File: src/rtl/est_state_update_serial_if.sv
// ============================================================================
// Module      : est_state_update_serial_if
// Description : Request/result bundle for the serial 2x2 Kalman measurement
//               update: start handshake, gain/state/observation operands,
//               and the busy/done/updated-state results.
// Revision    : 1.0 - initial release
// ============================================================================
`default_nettype none

`ifndef FXP_N
`define FXP_N 16
`endif

interface est_state_update_serial_if #(
  parameter int N = `FXP_N
);
  logic         start;
  logic [N-1:0] k00;
  logic [N-1:0] k01;
  logic [N-1:0] k10;
  logic [N-1:0] k11;
  logic [N-1:0] x00;
  logic [N-1:0] x10;
  logic [N-1:0] z00;
  logic [N-1:0] z10;
  logic [N-1:0] zp00;
  logic [N-1:0] zp10;
  logic         busy;
  logic         done;
  logic [N-1:0] X00;
  logic [N-1:0] X10;

  // Requester side: issues operands and start, observes results
  modport master (
    output start, k00, k01, k10, k11, x00, x10, z00, z10, zp00, zp10,
    input  busy, done, X00, X10
  );

  // Datapath side: consumes operands, produces results
  modport slave (
    input  start, k00, k01, k10, k11, x00, x10, z00, z10, zp00, zp10,
    output busy, done, X00, X10
  );
endinterface

`default_nettype wire

File: src/rtl/est_state_update_serial.sv
// ============================================================================
// Module      : est_state_update_serial
// Description : Serial 2x2 Kalman measurement update. Forms the innovation
//               r = z - zp, then X = x + K*r, one state row at a time, using
//               two shared full-width multipliers and one 2N-bit adder over a
//               six-cycle schedule (IDLE, RES, L0, C0, L1, C1).
// Revision    : 1.0 - initial release
// ============================================================================
`default_nettype none

`ifndef FXP_N
`define FXP_N 16
`endif
`ifndef FXP_FRAC
`define FXP_FRAC 8
`endif

module est_state_update_serial #(
  parameter int N    = `FXP_N,
  parameter int FRAC = `FXP_FRAC
) (
  input  wire logic                 clk,
  input  wire logic                 rst,
  est_state_update_serial_if.slave  bus
);

  localparam int c_LANES = 2;

  typedef enum logic [2:0] {
    S_IDLE = 3'd0,
    S_RES  = 3'd1,
    S_L0   = 3'd2,
    S_C0   = 3'd3,
    S_L1   = 3'd4,
    S_C1   = 3'd5
  } state_t;

  state_t r_state;
  state_t w_state_nxt;
  logic   w_busy;

  // Operands captured on the accepting edge
  logic [N-1:0] r_k00, r_k01, r_k10, r_k11;
  logic [N-1:0] r_x00, r_x10;
  logic [N-1:0] r_z00, r_z10, r_zp00, r_zp10;

  // Innovation (residual) registers
  logic [N-1:0] r_r0, r_r1;

  // Shared multiplier operand registers, one pair per lane
  logic [N-1:0] r_mul_a [c_LANES];
  logic [N-1:0] r_mul_b [c_LANES];

  // Result registers
  logic [N-1:0] r_upd00, r_upd10;
  logic         r_done;

  // Datapath wires
  logic [2*N-1:0] w_prod [c_LANES];
  logic [2*N-1:0] w_sum;
  logic [N-1:0]   w_trunc;
  logic           w_unused_sum_bits;

  // Two shared multipliers producing full 2N-bit signed products
  generate
    for (genvar g = 0; g < c_LANES; g++) begin : g_mul
      logic [2*N-1:0] w_a_ext;
      logic [2*N-1:0] w_b_ext;
      assign w_a_ext  = {{N{r_mul_a[g][N-1]}}, r_mul_a[g]};
      assign w_b_ext  = {{N{r_mul_b[g][N-1]}}, r_mul_b[g]};
      assign w_prod[g] = w_a_ext * w_b_ext;
    end
  endgenerate

  // Dot-product sum wraps at 2N bits; the Q-format window drops FRAC LSBs
  assign w_sum             = w_prod[0] + w_prod[1];
  assign w_trunc           = w_sum[FRAC+N-1:FRAC];
  assign w_unused_sum_bits = ^{w_sum[2*N-1:FRAC+N], w_sum[FRAC-1:0]};

  // State register
  always_ff @(posedge clk) begin
    if (rst) begin
      r_state <= S_IDLE;
    end else begin
      r_state <= w_state_nxt;
    end
  end

  // Next-state logic: each working state lasts exactly one cycle
  always_comb begin
    w_state_nxt = S_IDLE;
    w_busy      = 1'b1;
    case (r_state)
      S_IDLE: begin
        w_busy      = 1'b0;
        w_state_nxt = bus.start ? S_RES : S_IDLE;
      end
      S_RES:   w_state_nxt = S_L0;
      S_L0:    w_state_nxt = S_C0;
      S_C0:    w_state_nxt = S_L1;
      S_L1:    w_state_nxt = S_C1;
      S_C1:    w_state_nxt = S_IDLE;
      default: begin
        w_busy      = 1'b0;
        w_state_nxt = S_IDLE;
      end
    endcase
  end

  // Operand capture, residual formation, multiplier loading and row updates
  always_ff @(posedge clk) begin
    if (rst) begin
      r_k00   <= '0;
      r_k01   <= '0;
      r_k10   <= '0;
      r_k11   <= '0;
      r_x00   <= '0;
      r_x10   <= '0;
      r_z00   <= '0;
      r_z10   <= '0;
      r_zp00  <= '0;
      r_zp10  <= '0;
      r_r0    <= '0;
      r_r1    <= '0;
      r_upd00 <= '0;
      r_upd10 <= '0;
      for (int i = 0; i < c_LANES; i++) begin
        r_mul_a[i] <= '0;
        r_mul_b[i] <= '0;
      end
    end else begin
      case (r_state)
        S_IDLE: begin
          if (bus.start) begin
            r_k00  <= bus.k00;
            r_k01  <= bus.k01;
            r_k10  <= bus.k10;
            r_k11  <= bus.k11;
            r_x00  <= bus.x00;
            r_x10  <= bus.x10;
            r_z00  <= bus.z00;
            r_z10  <= bus.z10;
            r_zp00 <= bus.zp00;
            r_zp10 <= bus.zp10;
          end
        end
        S_RES: begin
          r_r0 <= r_z00 - r_zp00;
          r_r1 <= r_z10 - r_zp10;
        end
        S_L0: begin
          r_mul_a[0] <= r_k00;
          r_mul_b[0] <= r_r0;
          r_mul_a[1] <= r_k01;
          r_mul_b[1] <= r_r1;
        end
        S_C0: begin
          r_upd00 <= r_x00 + w_trunc;
        end
        S_L1: begin
          r_mul_a[0] <= r_k10;
          r_mul_b[0] <= r_r0;
          r_mul_a[1] <= r_k11;
          r_mul_b[1] <= r_r1;
        end
        S_C1: begin
          r_upd10 <= r_x10 + w_trunc;
        end
        default: begin
        end
      endcase
    end
  end

  // Completion pulse in the cycle following the final capture
  always_ff @(posedge clk) begin
    if (rst) begin
      r_done <= 1'b0;
    end else begin
      r_done <= (r_state == S_C1);
    end
  end

  assign bus.busy = w_busy;
  assign bus.done = r_done;
  assign bus.X00  = r_upd00;
  assign bus.X10  = r_upd10;

endmodule

`default_nettype wire

File: src/flat_wrapper.sv
// flat-port wrapper written by rule: the top's interface ports become plain ports
module est_state_update_serial_flat 
#(
  parameter int N    = `FXP_N,
  parameter int FRAC = `FXP_FRAC
)
  (clk, rst, bus_start, bus_k00, bus_k01, bus_k10, bus_k11, bus_x00, bus_x10, bus_z00, bus_z10, bus_zp00, bus_zp10, bus_busy, bus_done, bus_X00, bus_X10);
  est_state_update_serial_if #(.N(N)) bus_i ();
  input  wire logic clk;
  input  wire logic rst;
  input wire logic [$bits(bus_i.start)-1:0] bus_start;
  input wire logic [$bits(bus_i.k00)-1:0] bus_k00;
  input wire logic [$bits(bus_i.k01)-1:0] bus_k01;
  input wire logic [$bits(bus_i.k10)-1:0] bus_k10;
  input wire logic [$bits(bus_i.k11)-1:0] bus_k11;
  input wire logic [$bits(bus_i.x00)-1:0] bus_x00;
  input wire logic [$bits(bus_i.x10)-1:0] bus_x10;
  input wire logic [$bits(bus_i.z00)-1:0] bus_z00;
  input wire logic [$bits(bus_i.z10)-1:0] bus_z10;
  input wire logic [$bits(bus_i.zp00)-1:0] bus_zp00;
  input wire logic [$bits(bus_i.zp10)-1:0] bus_zp10;
  output wire logic [$bits(bus_i.busy)-1:0] bus_busy;
  output wire logic [$bits(bus_i.done)-1:0] bus_done;
  output wire logic [$bits(bus_i.X00)-1:0] bus_X00;
  output wire logic [$bits(bus_i.X10)-1:0] bus_X10;
  assign bus_i.start = bus_start;
  assign bus_i.k00 = bus_k00;
  assign bus_i.k01 = bus_k01;
  assign bus_i.k10 = bus_k10;
  assign bus_i.k11 = bus_k11;
  assign bus_i.x00 = bus_x00;
  assign bus_i.x10 = bus_x10;
  assign bus_i.z00 = bus_z00;
  assign bus_i.z10 = bus_z10;
  assign bus_i.zp00 = bus_zp00;
  assign bus_i.zp10 = bus_zp10;
  assign bus_busy = bus_i.busy;
  assign bus_done = bus_i.done;
  assign bus_X00 = bus_i.X00;
  assign bus_X10 = bus_i.X10;
  est_state_update_serial #(.N(N), .FRAC(FRAC)) u_core (.clk(clk), .rst(rst), .bus(bus_i));
endmodule
File: config.mk
export PLATFORM = sky130hd
export DESIGN_NAME = est_state_update_serial_flat
export DESIGN_NICKNAME = d
export VERILOG_FILES = /design/src/rtl/est_state_update_serial_if.sv /design/src/rtl/est_state_update_serial.sv /design/src/flat_wrapper.sv
export SDC_FILE = /design/constraint.sdc
export NUM_CORES = 2
export LEC_CHECK = 0
export ABC_AREA = 1
export ABC_CLOCK_PERIOD_IN_PS = 9100
export CAP_MARGIN = 15
export CORE_ASPECT_RATIO = 1.1
export CORE_UTILIZATION = 40
export CTS_CLUSTER_DIAMETER = 50
export DETAILED_ROUTE_END_ITERATION = 8
export MAX_ROUTING_LAYER = met4
export PLACE_DENSITY = 0.54
export SLEW_MARGIN = 20
export SYNTH_ARGS = -nofsm -noshare
export SYNTH_HDL_FRONTEND = slang
export SYNTH_SLANG_ARGS = --single-unit
File: constraint.sdc
create_clock -name clk -period 9.1 [get_ports clk]
set_input_delay 1.365 -clock clk [delete_from_list [all_inputs] [get_ports clk]]
set_output_delay 1.365 -clock clk [all_outputs]
set_load 0.02 [all_outputs]
# Word level (Yosys, flattened, before mapping)
# Memories as Yosys holds them, arrays and structs flattened.
# Cells that the tools add are included.
[word_totals] ff_bits=228 ram_bits=64 input_bits=163 out_inout_bits=34 word_cells=60 mem_count=2
[mem_list] memory="u_core.r_mul_a" words=2 word_bits=16 rd=2 rd_clocked_by_memory_dff=0 wr=2 line="est_state_update_serial.sv:51" source="logic [N-1:0] r_mul_a [c_LANES];"
[mem_list] memory="u_core.r_mul_b" words=2 word_bits=16 rd=2 rd_clocked_by_memory_dff=0 wr=2 line="est_state_update_serial.sv:52" source="logic [N-1:0] r_mul_b [c_LANES];"
[classes] n_addsub=5 mul=2 eq_ne=5 n_mux=19 bitwise_logic=8 n_reduce_logical=3
[ops] op="$mux W16" count=8
[ops] op="$mul A16 B16 Y24" count=2
[ops] op="$add A16 B16 Y16" count=2
[ops] op="$sub A16 B16 Y16" count=2
[ops] op="$add A24 B24 Y24" count=1
[ops] op="$pmux W3 S5" count=1
[ops] op="$mux W1" count=10
[ops] op="$or A1 B1 Y1" count=8
[ops] op="$eq A3 B2 Y1 const B" count=2
[ops] op="$eq A3 B3 Y1 const B" count=2
[ops] op="$reduce_or A5 Y1" count=1
[ops] op="$eq A3 B1 Y1 const B" count=1
[ops] op="$logic_not A3 Y1" count=1
[ops] op="$reduce_and A2 Y1" count=1

# Depth between registers and ports, before layout
[depth] ltp_word=6 depth_mapped=42 mapped_depth_nobuf=40

# Worst setup path after synthesis
# No wires, ideal clock.
[synth_path] path_kind="reg2reg" startpoint="memory u_core.r_mul_b[0][17] (netlist bit)" endpoint="register u_core.r_upd00[15], in the netlist u_core.bus.X00[15]" setup_time_ns=0.109 t_arrival_ns=7.691 t_required_ns=8.991 slack_ns=1.300 stages_incl_launch_ff=39 path_buffers=2 synth_period_minus_slack_ns=7.800 cell_sequence="edfxtp_1 > clkbuf_1 > clkbuf_1 > nand2_1 > fa_1 > fa_1 > inv_1 > fa_1 > inv_1 > fa_1 > inv_1 > fa_1 > fa_1 > fa_1 > inv_1 > fa_1 > inv_1 > ha_1 > [... 3 more ...] > o21ai_0 > nand2_1 > nand2_1 > xnor2_1 > inv_1 > ha_1 > nand2_1 > nor2_1 > nand3_1 > o2111ai_1 > nand3_1 > nand3_1 > xor2_1 > inv_1 > nand3_1 > nand3_1 > nand2_1 > inv_1"
[synth_rtl] element="start: declaration" line="est_state_update_serial.sv:52"
[synth_rtl] element="end signal: assignment" line="est_state_update_serial.sv:158" source="r_upd00 <= r_x00 + w_trunc;"
[synth_rtl] element="end: declaration" line="est_state_update_serial.sv:55" source="logic [N-1:0] r_upd00, r_upd10;"

==> flow_summary.toml <==
[yosys]
synth-edff-count = 64
yosysSeqAreaShare_pct = 22.1
async_flop_share_pct = 0
synth_cell_types = 52
mappedNetlistArea_mm2 = 0.0293
yosysWarnings = 0
synth_nets = 4472
yosys_register_bits = 292
syn_avg_cell_area_um2 = 7.90
synth_cells = 3705
yosys_most_used_dff = "dfxtp_1"

[clock_network]
postCtsHoldBufs = 0
insertion_delay_ns = 0.56
numCtsBuffers = 37
clockBufferDepth = 3
clock_sinks = 292
cts_tree = "done"
htreeDepth = 2
cts_root_buf = "clkbuf_16"
clkTransAtPathRegs_ns = 0.06

[worst_setup_path]
crit_slowest_cell = "edfxtp_1"
critPathKind = "reg2reg"
crit_fanout = 16
ff2ff_path_depth = 37
crit_required_ns = 9.54
end_kind = "flip-flop"
path_buf_inv = 8
startpoint_type = "flip-flop"
slowest_delay_ns = 0.66
crit_family = "adder cells"
crit_cells = 37
worstPathArrival_ns = 9.02

[global_route]
grt_max_degree = 138
grt_overflow = 0
grt_pass1_wl_mm = 123
grt_pass1_vias = 22637
grt_use_total_pct = 21.7
antenna_found_initial = 0

[timing]
tns_ns = 0
hold_viol_final = 0
fmax_ghz = 0.117
skew_ns = 0.0234
slew_headroom_pct = 31.0
max_slew.worst_pin.slew_ns = 1.03
setup_violations = 0
rsz0062_at_grt = "false"
drv_slew = 0
min_period_over_period_pct = 94.3
fin_crit_ns = 8.58

[placement]
gp_routability_congestion = 0.877
port_buffers = 196
dp_hpwl_mm = 62.4

[layout]
regArea_mm2 = 0.00649
fill_cells = 7311
multi_input_area_mm2 = 0.0185
area_delta_synth_final_pct = 14.3
post-route-util_pct = 46.4
drive_gt1_share_pct = 4.59
top_regs = "u_core.r_mul_a: 32 flops, u_core.r_mul_b: 32 flops"
diodes = 0
layout.nets = 4596

[die]
die_w_um = 260
coreArea_mm2 = 0.0722
fp.dieH_um = 286
rows = 103
die_area_mm2 = 0.0743
pin_count = 197
start_util_pct = 40.6

[run]
maxCapViolations = 0

[route]
first_iter_violations = 967
drtAntennaViolNets = 0
wl_per_cell_um = 15.9
first_pass_iters = 7
routed_wl_mm = 76.3
vias = 22322
viasPerCell = 4.65
drc = 0

[status]
status = "finished, final reports clean"

[hold_path]
min_delay_path_depth = 2
hp-class = "reg2reg"
-- path summary, 6_finish.rpt --
path,start,endpoint,slack (ns)
worst min-delay path,u_core.r_k01[2],u_core.r_k01[2],0.45
worst min register to register,u_core.r_k01[2],u_core.r_k01[2],0.45
worst max register to register,u_core.r_mul_b[0][4],u_core.bus.X10[15],0.52
worst max-delay path,u_core.r_mul_b[0][4],u_core.bus.X10[15],0.52
-- cells by family (layout without fill, tap and decap cells) --
family | count (synthesis) | after routing | synth area share [%]
buffers and inverters | 1130 | 1281 | 14.7
AND/OR/NAND/NOR | 1081 | 1081 | 14.9
flip-flops | 292 | 292 | 22.1
AO/OA/AOI/OAI | 524 | 524 | 9.62
adder cells (fa/ha/maj) | 604 | 604 | 36.5
XOR/XNOR | 74 | 74 | 2.21
-- through the flow --
stage	cell area, um2	instances	setup WS, ns	hold WS [ns]
finish	33500	4801	0.520	0.447
global route	33500	4801	0.0119	0.472
CTS	33200	4775	0.399	0.450
detailed placement	32000	4709	0.425	0.441
global placement	32000	4709	0.516	0.434
floorplan	29300	3705	1.30	0.425
-- cell usage after synthesis (3+ instances only) --
| library cell | instances | area (um2) |
|---|---|---|
| buf_2 | 11 | 55.1 |
| nor2_2 | 5 | 31.3 |
| nor3_1 | 8 | 40.0 |
| clkbuf_1 | 148 | 556 |
| nand3_1 | 93 | 465 |
| nand4_1 | 7 | 43.8 |
| a21boi_2 | 3 | 33.8 |
| inv_1 | 951 | 3570 |
| o31ai_1 | 3 | 22.5 |
| nand3b_1 | 9 | 67.6 |
| o21ai_0 | 268 | 1340 |
| o211ai_1 | 4 | 30.0 |
| a21oi_1 | 194 | 971 |
| or2_2 | 16 | 100 |
| dfxtp_1 | 228 | 4560 |
| xor2_1 | 53 | 464 |
| buf_6 | 4 | 45.0 |
| nand2_1 | 644 | 2420 |
| fa_1 | 416 | 8330 |
| ha_1 | 188 | 2350 |
| a32o_1 | 3 | 30.0 |
| edfxtp_1 | 64 | 1920 |
| buf_1 | 7 | 26.3 |
| inv_2 | 3 | 11.3 |
| xnor2_1 | 21 | 184 |
| a22oi_1 | 6 | 45.0 |
| nand2_2 | 13 | 81.3 |
| buf_4 | 5 | 37.5 |
| o21bai_1 | 14 | 105 |
| nor2_1 | 280 | 1050 |
| o21a_1 | 4 | 30.0 |
| a21o_1 | 8 | 60.1 |
-- cell usage in the layout, fill, tap and decap left out, types with 7 or more instances in the layout --
master           count
or2_2               16
inv_1              951
a21o_1               8
nand2_1            643
edfxtp_1            64
xnor2_1             21
clkbuf_1             9
clkbuf_16           37
nand4_1              7
nand3b_1             9
nor3_1               8
o21ai_0            268
nor2_1             279
fa_1               416
a21oi_1            194
dfxtp_1            228
clkdlybuf4s50_1    196
o21bai_1            14
buf_4               57
nand2_2             14
xor2_1              51
nand3_1             91
buf_12               7
ha_1               188
-- cell type report --
type	instances	area share [%]
Sequential cell	292	19.4
Clock inverter	18	0.471
Clock buffer	48	2.95
Inverter	955	10.7
Multi-Input combinational cell	2283	55.4
Timing Repair Buffer	260	7.56
Tap cell	945	3.53
-- repair_timing --
item                       4_1_cts  5_1_grt
setup buffers                    0       26
resized for setup                0        2
setup endpoints to repair        0        3
-- worst reg2reg max path, delay by kind of cell, from the launching register on --
family / cells / cell delay [ns]
flops: 1 / 0.66
buf+inv: 8 / 0.54
compound gates: 4 / 0.87
xor+xnor: 2 / 0.27
fa+ha+maj: 10 / 4.78
simple gates: 13 / 1.36
-- layer usage --
layer | vias up | part of all wire (%) | global-route usage, %
li1 | 11237 | - | -
met1 | 10657 | 48 | 30.1
met2 | 351 | 47 | 34.0
met3 | 77 | 4.0 | 2.61
met4 | 0 | 1.6 | 4.31
met5 | - | 0 | -
Power is not shown: default switching activity piles up to over one toggle a cycle in this logic, so the estimate is an artifact.
